File: src/rtl/ex_muldiv_unit.sv
// Iterative RV32M multiply/divide unit for the EX stage: radix-2 shift-add multiply,
// restoring divide, one bit per cycle, stalling the pipeline through busy_o.
module ex_muldiv_unit #(
  parameter int XLEN = 32
) (
  input  logic            clk_i,
  input  logic            rst_i,
  input  logic            flush_i,
  input  logic            start_i,
  input  logic [2:0]      op_i,
  input  logic [XLEN-1:0] rs1_i,
  input  logic [XLEN-1:0] rs2_i,
  output logic [XLEN-1:0] result_o,
  output logic            busy_o,
  output logic            done_o,
  output logic [1:0]      dbg_state_o
);

  localparam int CW = $clog2(XLEN);
  localparam logic [XLEN-1:0] MIN_NEG = {1'b1, {(XLEN-1){1'b0}}};

  typedef enum logic [1:0] {IDLE, MUL, DIV, DONE} state_e;

  state_e              state_q, state_d;
  logic [CW-1:0]       cnt_q;
  logic [2*XLEN-1:0]   acc_q;
  logic [XLEN-1:0]     opb_q;
  logic [2:0]          op_q;
  logic                neg_res_q;
  logic                neg_a_q;
  logic [XLEN-1:0]     result_q;

  // Operand decode for the instruction presented in IDLE
  logic            a_signed, b_signed, sa, sb, is_div, div_zero, div_ovf, special;
  logic [XLEN-1:0] mag_a, mag_b, special_res;

  always_comb begin
    a_signed    = (op_i == 3'b001) || (op_i == 3'b010) || (op_i == 3'b100) || (op_i == 3'b110);
    b_signed    = (op_i == 3'b001) || (op_i == 3'b100) || (op_i == 3'b110);
    sa          = a_signed & rs1_i[XLEN-1];
    sb          = b_signed & rs2_i[XLEN-1];
    mag_a       = sa ? -rs1_i : rs1_i;
    mag_b       = sb ? -rs2_i : rs2_i;
    is_div      = op_i[2];
    div_zero    = (rs2_i == '0);
    div_ovf     = is_div && !op_i[0] && (rs1_i == MIN_NEG) && (rs2_i == '1);
    special     = is_div && (div_zero || div_ovf);
    // REM/REMU select on op_i[1]; divide-by-zero wins over overflow
    if (op_i[1]) special_res = div_zero ? rs1_i : '0;
    else         special_res = div_zero ? '1 : MIN_NEG;
  end

  // One iteration of either datapath, plus the sign fix applied on the final edge
  logic [XLEN:0]     mul_sum, div_shl, div_diff;
  logic [2*XLEN-1:0] mul_nxt, div_nxt, acc_nxt, prod;
  logic [XLEN-1:0]   quo, rem, fin_res;
  logic              last_iter;

  always_comb begin
    mul_sum  = {1'b0, acc_q[2*XLEN-1:XLEN]} + {1'b0, opb_q};
    mul_nxt  = acc_q[0] ? {mul_sum, acc_q[XLEN-1:1]} : {1'b0, acc_q[2*XLEN-1:1]};
    div_shl  = {acc_q[2*XLEN-1:XLEN], acc_q[XLEN-1]};
    div_diff = div_shl - {1'b0, opb_q};
    div_nxt  = div_diff[XLEN] ? {div_shl[XLEN-1:0], acc_q[XLEN-2:0], 1'b0}
                              : {div_diff[XLEN-1:0], acc_q[XLEN-2:0], 1'b1};
    acc_nxt  = (state_q == DIV) ? div_nxt : mul_nxt;
    prod     = neg_res_q ? -acc_nxt : acc_nxt;
    quo      = neg_res_q ? -acc_nxt[XLEN-1:0] : acc_nxt[XLEN-1:0];
    rem      = neg_a_q ? -acc_nxt[2*XLEN-1:XLEN] : acc_nxt[2*XLEN-1:XLEN];
    case (op_q)
      3'b000:                 fin_res = prod[XLEN-1:0];
      3'b001, 3'b010, 3'b011: fin_res = prod[2*XLEN-1:XLEN];
      3'b100, 3'b101:         fin_res = quo;
      default:                fin_res = rem;
    endcase
    last_iter = (cnt_q == CW'(XLEN-1));
  end

  always_comb begin
    state_d = state_q;
    busy_o  = 1'b0;
    done_o  = 1'b0;
    case (state_q)
      IDLE: begin
        if (start_i && !flush_i) begin
          busy_o  = 1'b1;
          state_d = special ? DONE : (is_div ? DIV : MUL);
        end
      end
      MUL, DIV: begin
        busy_o = 1'b1;
        if (last_iter) state_d = DONE;
      end
      DONE: begin
        done_o  = 1'b1;
        state_d = IDLE;
      end
      default: state_d = IDLE;
    endcase
    if (flush_i || rst_i) begin
      state_d = IDLE;
      busy_o  = 1'b0;
      done_o  = 1'b0;
    end
  end

  always_ff @(posedge clk_i) begin
    if (rst_i) begin
      state_q   <= IDLE;
      cnt_q     <= '0;
      acc_q     <= '0;
      opb_q     <= '0;
      op_q      <= '0;
      neg_res_q <= 1'b0;
      neg_a_q   <= 1'b0;
      result_q  <= '0;
    end else begin
      state_q <= state_d;
      case (state_q)
        IDLE: begin
          if (start_i && !flush_i) begin
            // Low half holds the multiplier or the dividend; opb is multiplicand or divisor
            op_q      <= op_i;
            neg_res_q <= sa ^ sb;
            neg_a_q   <= sa;
            cnt_q     <= '0;
            opb_q     <= mag_b;
            acc_q     <= {{XLEN{1'b0}}, mag_a};
            if (special) result_q <= special_res;
          end
        end
        MUL, DIV: begin
          if (!flush_i) begin
            acc_q <= acc_nxt;
            cnt_q <= cnt_q + CW'(1);
            if (last_iter) result_q <= fin_res;
          end
        end
        default: ;
      endcase
    end
  end

  assign result_o    = result_q;
  assign dbg_state_o = state_q;

endmodule
File: config.mk
export PLATFORM = sky130hd
export DESIGN_NAME = ex_muldiv_unit
export DESIGN_NICKNAME = d
export VERILOG_FILES = /design/src/rtl/ex_muldiv_unit.sv
export SDC_FILE = /design/constraint.sdc
export NUM_CORES = 1
export LEC_CHECK = 0
export CORE_UTILIZATION = 62
export DETAILED_ROUTE_END_ITERATION = 12
export PLACE_DENSITY = 0.89
export SKIP_CTS_REPAIR_TIMING = 1
export SYNTH_ARGS = -nofsm -noshare
export SYNTH_HDL_FRONTEND = slang
export SYNTH_SLANG_ARGS = --single-unit
File: constraint.sdc
create_clock -name clk_i -period 6.7 [get_ports clk_i]
set_input_delay 1.005 -clock clk_i [delete_from_list [all_inputs] [get_ports clk_i]]
set_output_delay 1.005 -clock clk_i [all_outputs]
set_load 0.01 [all_outputs]
==> impl_metrics.csv, run 1 <==
group,metric,value,unit
synthesis,syn_area,15500,um2
clocking,insertion_delay,450,ps
global_route,track_usage,45.3,%
synthesis,ys_seq_area_share,18.1,%
sta,finalSetupTns,0,ps
floorplan,ios,107,
place,gp_congestion,1.03,
clocking,clk_pin_slew,70,ps
synthesis,ys_types,113,
clocking,cts_tree,"yes",
clocking,cts_buffer_depth,2,
floorplan,die_w,160,um
clocking,cts_root_buf,"clkbuf_16",
sta,drv_slew,0,
finish,drive_gt1_share,6.62,%
synthesis,synth_top_area_share,18.1,%
synthesis,synthFlopType,"dfxtp_1",
finish,final_util,71.1,%
global_route,grt_pass1_vias,16500,
setup_path,path_max_fanout,6,
drt,num_vias,18200,
place,dp_hpwl,44200,um
sta,fin_crit_sh,94.5,%
synthesis,yosysTopAreaCell,"dfxtp_1",
floorplan,fp.dieH,160,um
floorplan,start_util,63.5,%
synthesis,synth_commonest_cells,"nor2_1, a21oi_1, nand2_1",
sta,finalCriticalPeriod,6330,ps
drt,dr.pass1.iters,6,
finish,final_nets,2343,
setup_path,rr_startpoint,"acc_q[31]",
drt,wl_per_cell,23.6,um
drt,vias_per_cell,7.18,
synthesis,ys_top_cells_by_area,"dfxtp_1, nor2_1, ha_1",
drt,drtAntennaViolNets,0,
synthesis,synth_edf_count,0,
floorplan,dieArea,25600,um2
global_route,gr-total-overflow,0,
flow_run,drv_cap,0,
synthesis,synth.avg_cell_area,7.17,um2
drt,route.detailed.drc,0,
setup_path,crit_path_start,"acc_q[31]",
floorplan,core,24400,um2
power_and_ir_drop,p_leak,6.45,nW
global_route,antenna_found_initial,1,
finish,num_antenna_cells,0,
synthesis,synth.yosys.warnings,0,
drt,drt_wl_total,59600,um
synthesis,syn_inst,2162,
synthesis,async_flop_share,0,%
global_route,grt_max_degree,91,
clocking,cts.sinks,140,
sta,rsz0062_at_grt,"no",
synthesis,syn-num-nets,2311,
run_status,status,"finished clean",
place,portBuffers,106,
setup_path,critPathLaunchType,"register",
synthesis,ys_ff_latch,140,
clocking,h-tree-depth,4,
setup_path,endpoint_kind,"register",
setup_path,crit_arrival,6670,ps
sta,tightestPinTransition,1120,ps
sta,hold_violations,0,
sta,relSlewSlack,23.4,%
sta,setup_violations,0,
setup_path,crit_type,"register to register",
power_and_ir_drop,p_per_area,172,nW/um2
power_and_ir_drop,vdd_drop_max,0.000182,V
floorplan,rows,57,
global_route,grt_pass1_wl,91700,um
setup_path,cp.required,7040,ps
finish,areaGrowthSynthToFinish,11.9,%
clocking,cts_buffers,17,
sta,skew,18.8,ps
synthesis,synthMostInstantiatedCell,"nor2_1",
sta,max_freq,158,MHz
worst_hold_path,hold_class,"register to register",
drt,first_iter_violations,2736,
worst_hold_path,hp-start,"result_o[17]",
worst paths after layout:
| path | slack (ps) | to | cells past startpoint |
|---|---|---|---|
| worst min register to register | 450 | result_o[17] | 2 |
| worst max-delay path | 370 | result_o[16] | 25 |
| worst min-delay path | 450 | result_o[17] | 2 |
| worst max register to register | 370 | result_o[16] | 25 |
registers in the layout (all words and copies together) (netlist names):
register,count
op_q,3
result_o,32
acc_q,64
neg_res_q,1
opb_q,32
cnt_q,5
dbg_state_o,2
neg_a_q,1
layer usage:
layer  vias up  GRT usage (%)  wire length [um]
met2      1368           66.3             24700
met4         2           22.0              3070
met5         -              0                13
met1      8421           61.0             23400
met3       259           12.5              8400
li1       8117              -                 -
kinds of logic after synthesis:
family / share of synthesized area, %
adder cells (fa/ha/maj): 6.39
flip-flops: 18.1
buffers and inverters: 5.66
multiplexers: 3.41
XOR/XNOR: 9.10
AND/OR/NAND/NOR: 24.0
AO/OA/AOI/OAI: 33.4
worst max-delay path, stage by stage, from the launching register on:
cell       delay (ps)
dfxtp_1           350
inv_1              90
ha_1              160
inv_1              60
fa_1              420
a211o_1           340
a211oi_2          260
nor3_2            110
o211a_2           340
nor3_4            190
nor2_4             70
mux2i_1           280
ha_1              250
nor3b_1           280
o221ai_1          200
or2_2             380
nor4_1            370
nand2_1           190
nor3_1            310
nand2_1           160
nand4bb_1         270
o41a_1            380
xnor2_1           140
o221ai_1          170
o211ai_1          130
a311oi_1          340
cell usage in the layout, fill, tap and decap left out, types with 11 or more instances in the layout:
cell,count
ha_1,74
a311oi_1,19
o21ai_0,149
nand2b_1,18
o21a_1,21
mux2i_1,45
a21o_1,29
clkbuf_16,17
o211ai_1,28
a21oi_1,171
a211oi_1,69
xnor2_1,95
and3_1,13
o21ai_1,14
clkdlybuf4s50_1,105
nor4_1,23
dfxtp_1,140
a22oi_1,36
and2_1,18
a31oi_1,35
o31ai_1,34
o221ai_1,11
buf_4,44
nor3_1,55
a221oi_1,15
inv_1,79
xor2_1,66
or3_1,27
nor2_1,267
and4_1,12
nand4_1,27
nand3_1,44
nand2_1,171
where the power goes:
part           internal (mW)  switching [mW]  total [mW]
combinational          0.378           0.708        1.09
sequential             0.867          0.0440       0.911
clock                  0.510           0.469       0.979
total                   1.76            1.22        2.98
metrics by stage:
stage          hold slack, ps  power, mW  area, um2  cells  setup WS [ps]
2_1_floorplan             449       1.64      15500   2162            615
6_report                  447       2.98      17300   2531            366
4_1_cts                   451       2.92      17300   2531            519
3_5_place_dp              441       1.96      16800   2499            606
5_1_grt                   465       3.07      17300   2531           71.0
3_3_place_gp              425       1.94      16800   2499            904
layout make-up:
type / instances / area [um2]
clock inverters: 13 / 121
multi-input cells: 1805 / 11900
fillers: 2049 / 7050
repair buffers: 149 / 1380
inverters: 81 / 304
flip-flops and latches: 140 / 2800
well taps: 324 / 405
clock buffers: 19 / 453
Note: power is estimated with default switching activity, not from simulation.
==> inputs of run 2 (changes only) <==
--- a/config.mk
+++ b/config.mk
@@ -6,8 +6,10 @@
 export NUM_CORES = 1
 export LEC_CHECK = 0
 export CORE_UTILIZATION = 62
+export CTS_CLUSTER_SIZE = 28
 export DETAILED_ROUTE_END_ITERATION = 12
-export PLACE_DENSITY = 0.89
+export HOLD_SLACK_MARGIN = 0.05
+export PLACE_DENSITY = 0.91
 export SKIP_CTS_REPAIR_TIMING = 1
 export SYNTH_ARGS = -nofsm -noshare
 export SYNTH_HDL_FRONTEND = slang
==> run 2 against run 1 <==
Clock power is essentially flat. Via count fell by 0.54%. Largest cell class unchanged. Clock skew down 3.3 ps. Sequential power is essentially flat. Highest routed layer unchanged. Critical path type unchanged.
==> impl_metrics.csv, run 2 (synthesis gave the netlist of run 1 again) <==
group,metric,value,unit
run_status,status,"finished clean",
setup_path,crit_arrival,6720,ps
power_and_ir_drop,internal_power,1.77,mW
clocking,cts.sinks,140,
global_route,gr-total-overflow,0,
worst_hold_path,hold_class,"register to register",
place,place_area,16700,um2
power_and_ir_drop,p_comb_share,36.4,%
setup_path,path_max_fanout,6,
drt,first_iter_violations,2756,
clocking,clk_pin_slew,70,ps
finish,layout_commonest_cell,"nor2_1",
flow_run,drv_cap,0,
power_and_ir_drop,vdd_drop_max,0.000157,V
clocking,cts_root_buf,"clkbuf_16",
power_and_ir_drop,p_seq_share,30.7,%
floorplan,rows,57,
setup_path,crit_type,"register to register",
power_and_ir_drop,power.total,2.97,mW
sta,relSlewSlack,23.1,%
sta,finalCriticalPeriod,6380,ps
floorplan,fp.dieH,160,um
drt,dr.pass1.iters,6,
floorplan,dieArea,25600,um2
finish,top_register,"acc_q",
floorplan,die_w,160,um
global_route,grt_pass1_vias,16400,
power_and_ir_drop,power_frac_clock,32.9,%
global_route,grt_max_degree,100,
power_and_ir_drop,p_per_area,172,nW/um2
drt,num_vias,18100,
sta,setup_violations,0,
drt,vias_per_cell,7.15,
finish,post-route-cell-area,17300,um2
sta,rsz0062_at_grt,"no",
place,gp_congestion,1.02,
drt,drtAntennaViolNets,0,
place,dp_hpwl,43900,um
finish,largest_reg_flops,64,
finish,drive_gt1_share,6.36,%
sta,tightestPinTransition,1150,ps
power_and_ir_drop,switching_share,40.3,%
floorplan,core,24400,um2
sta,skew,15.5,ps
sta,max_freq,157,MHz
floorplan,start_util,63.5,%
clocking,cts_tree,"yes",
clocking,insertion_delay,440,ps
finish,mostFrequentLayoutCells,"nor2_1, nand2_1, a21oi_1, o21ai_0, dfxtp_1",
clocking,cts_buffer_depth,2,
clocking,h-tree-depth,4,
sta,hold_violations,0,
sta,hold_slack,450,ps
sta,fin_crit_sh,95.2,%
finish,final_nets,2338,
floorplan,ios,107,
global_route,antenna_found_initial,2,
finish,areaGrowthSynthToFinish,11.6,%
setup_path,critPathLaunchType,"register",
sta,finalSetupTns,0,ps
global_route,track_usage,44.8,%
sta,drv_slew,0,
drt,drt_wl_total,58900,um
setup_path,endpoint_kind,"register",
clocking,cts_buffers,17,
finish,final_util,70.9,%
global_route,grt_pass1_wl,91200,um
setup_path,cp.required,7040,ps
drt,wl_per_cell,23.3,um
place,portBuffers,106,
drt,route.detailed.drc,0,
power_and_ir_drop,switchingPower,1.20,mW
power_and_ir_drop,p_leak,6.40,nW
[run 2: per-stage QoR]
| stage | setup slack (ps) | cells |
|---|---|---|
| final | 322 | 2528 |
| after floorplan | 615 | 2162 |
| after detailed placement | 652 | 2494 |
| after global placement | 895 | 2494 |
| after CTS | 494 | 2526 |
| after global routing | 12.4 | 2526 |
[run 2: critical path: stages, from the launching register on]
cell,delay [ps]
dfxtp_1,350
inv_1,90
ha_1,180
inv_1,60
fa_1,420
a211o_1,330
a211oi_2,260
nor3_2,110
o211a_2,340
nor3_4,190
nor2_4,70
mux2i_1,320
ha_1,270
nor3b_1,260
o221ai_1,210
or2_2,390
nor4_1,330
nand2_1,190
nor3_1,360
nand2_1,160
nand4bb_1,260
o41a_1,380
xnor2_1,140
o221ai_1,180
o211ai_1,140
a311oi_1,300
[run 2: final cells by class]
| class | count | area (um2) |
|---|---|---|
| repair buffers | 144 | 1340 |
| clock inverters | 13 | 128 |
| fillers | 2005 | 7090 |
| diodes | 2 | 5.00 |
| inverters | 81 | 304 |
| clock buffers | 19 | 443 |
| flip-flops and latches | 140 | 2800 |
| multi-input cells | 1805 | 11900 |
| well taps | 324 | 405 |
[run 2: path summary, 6_finish.rpt]
| check | start | to | slack, ps | depth (start not counted) |
|---|---|---|---|---|
| max | acc_q[31] | result_o[16] | 320 | 25 |
| min | result_o[17] | result_o[17] | 450 | 2 |
| max reg2reg | acc_q[31] | result_o[16] | 320 | 25 |
| min reg2reg | result_o[17] | result_o[17] | 450 | 2 |
[run 2: per-layer routing]
| metal | routed length (um) | share of wire (%) | track usage (%) |
|---|---|---|---|
| met5 | 13 | 0.022 | 0 |
| met4 | 3120 | 5.3 | 21.2 |
| met3 | 7510 | 13 | 10.4 |
| met2 | 24500 | 42 | 66.1 |
| met1 | 23800 | 40 | 61.3 |
[run 2: power groups by stage]
stage	clock network (mW)	registers, mW	logic (mW)
6_report	0.977	0.911	1.08
3_3_place_gp	0	0.925	1.02
2_1_floorplan	0	0.913	0.725
3_5_place_dp	0	0.927	1.03
4_1_cts	0.959	0.908	1.04
5_1_grt	0.996	0.914	1.15
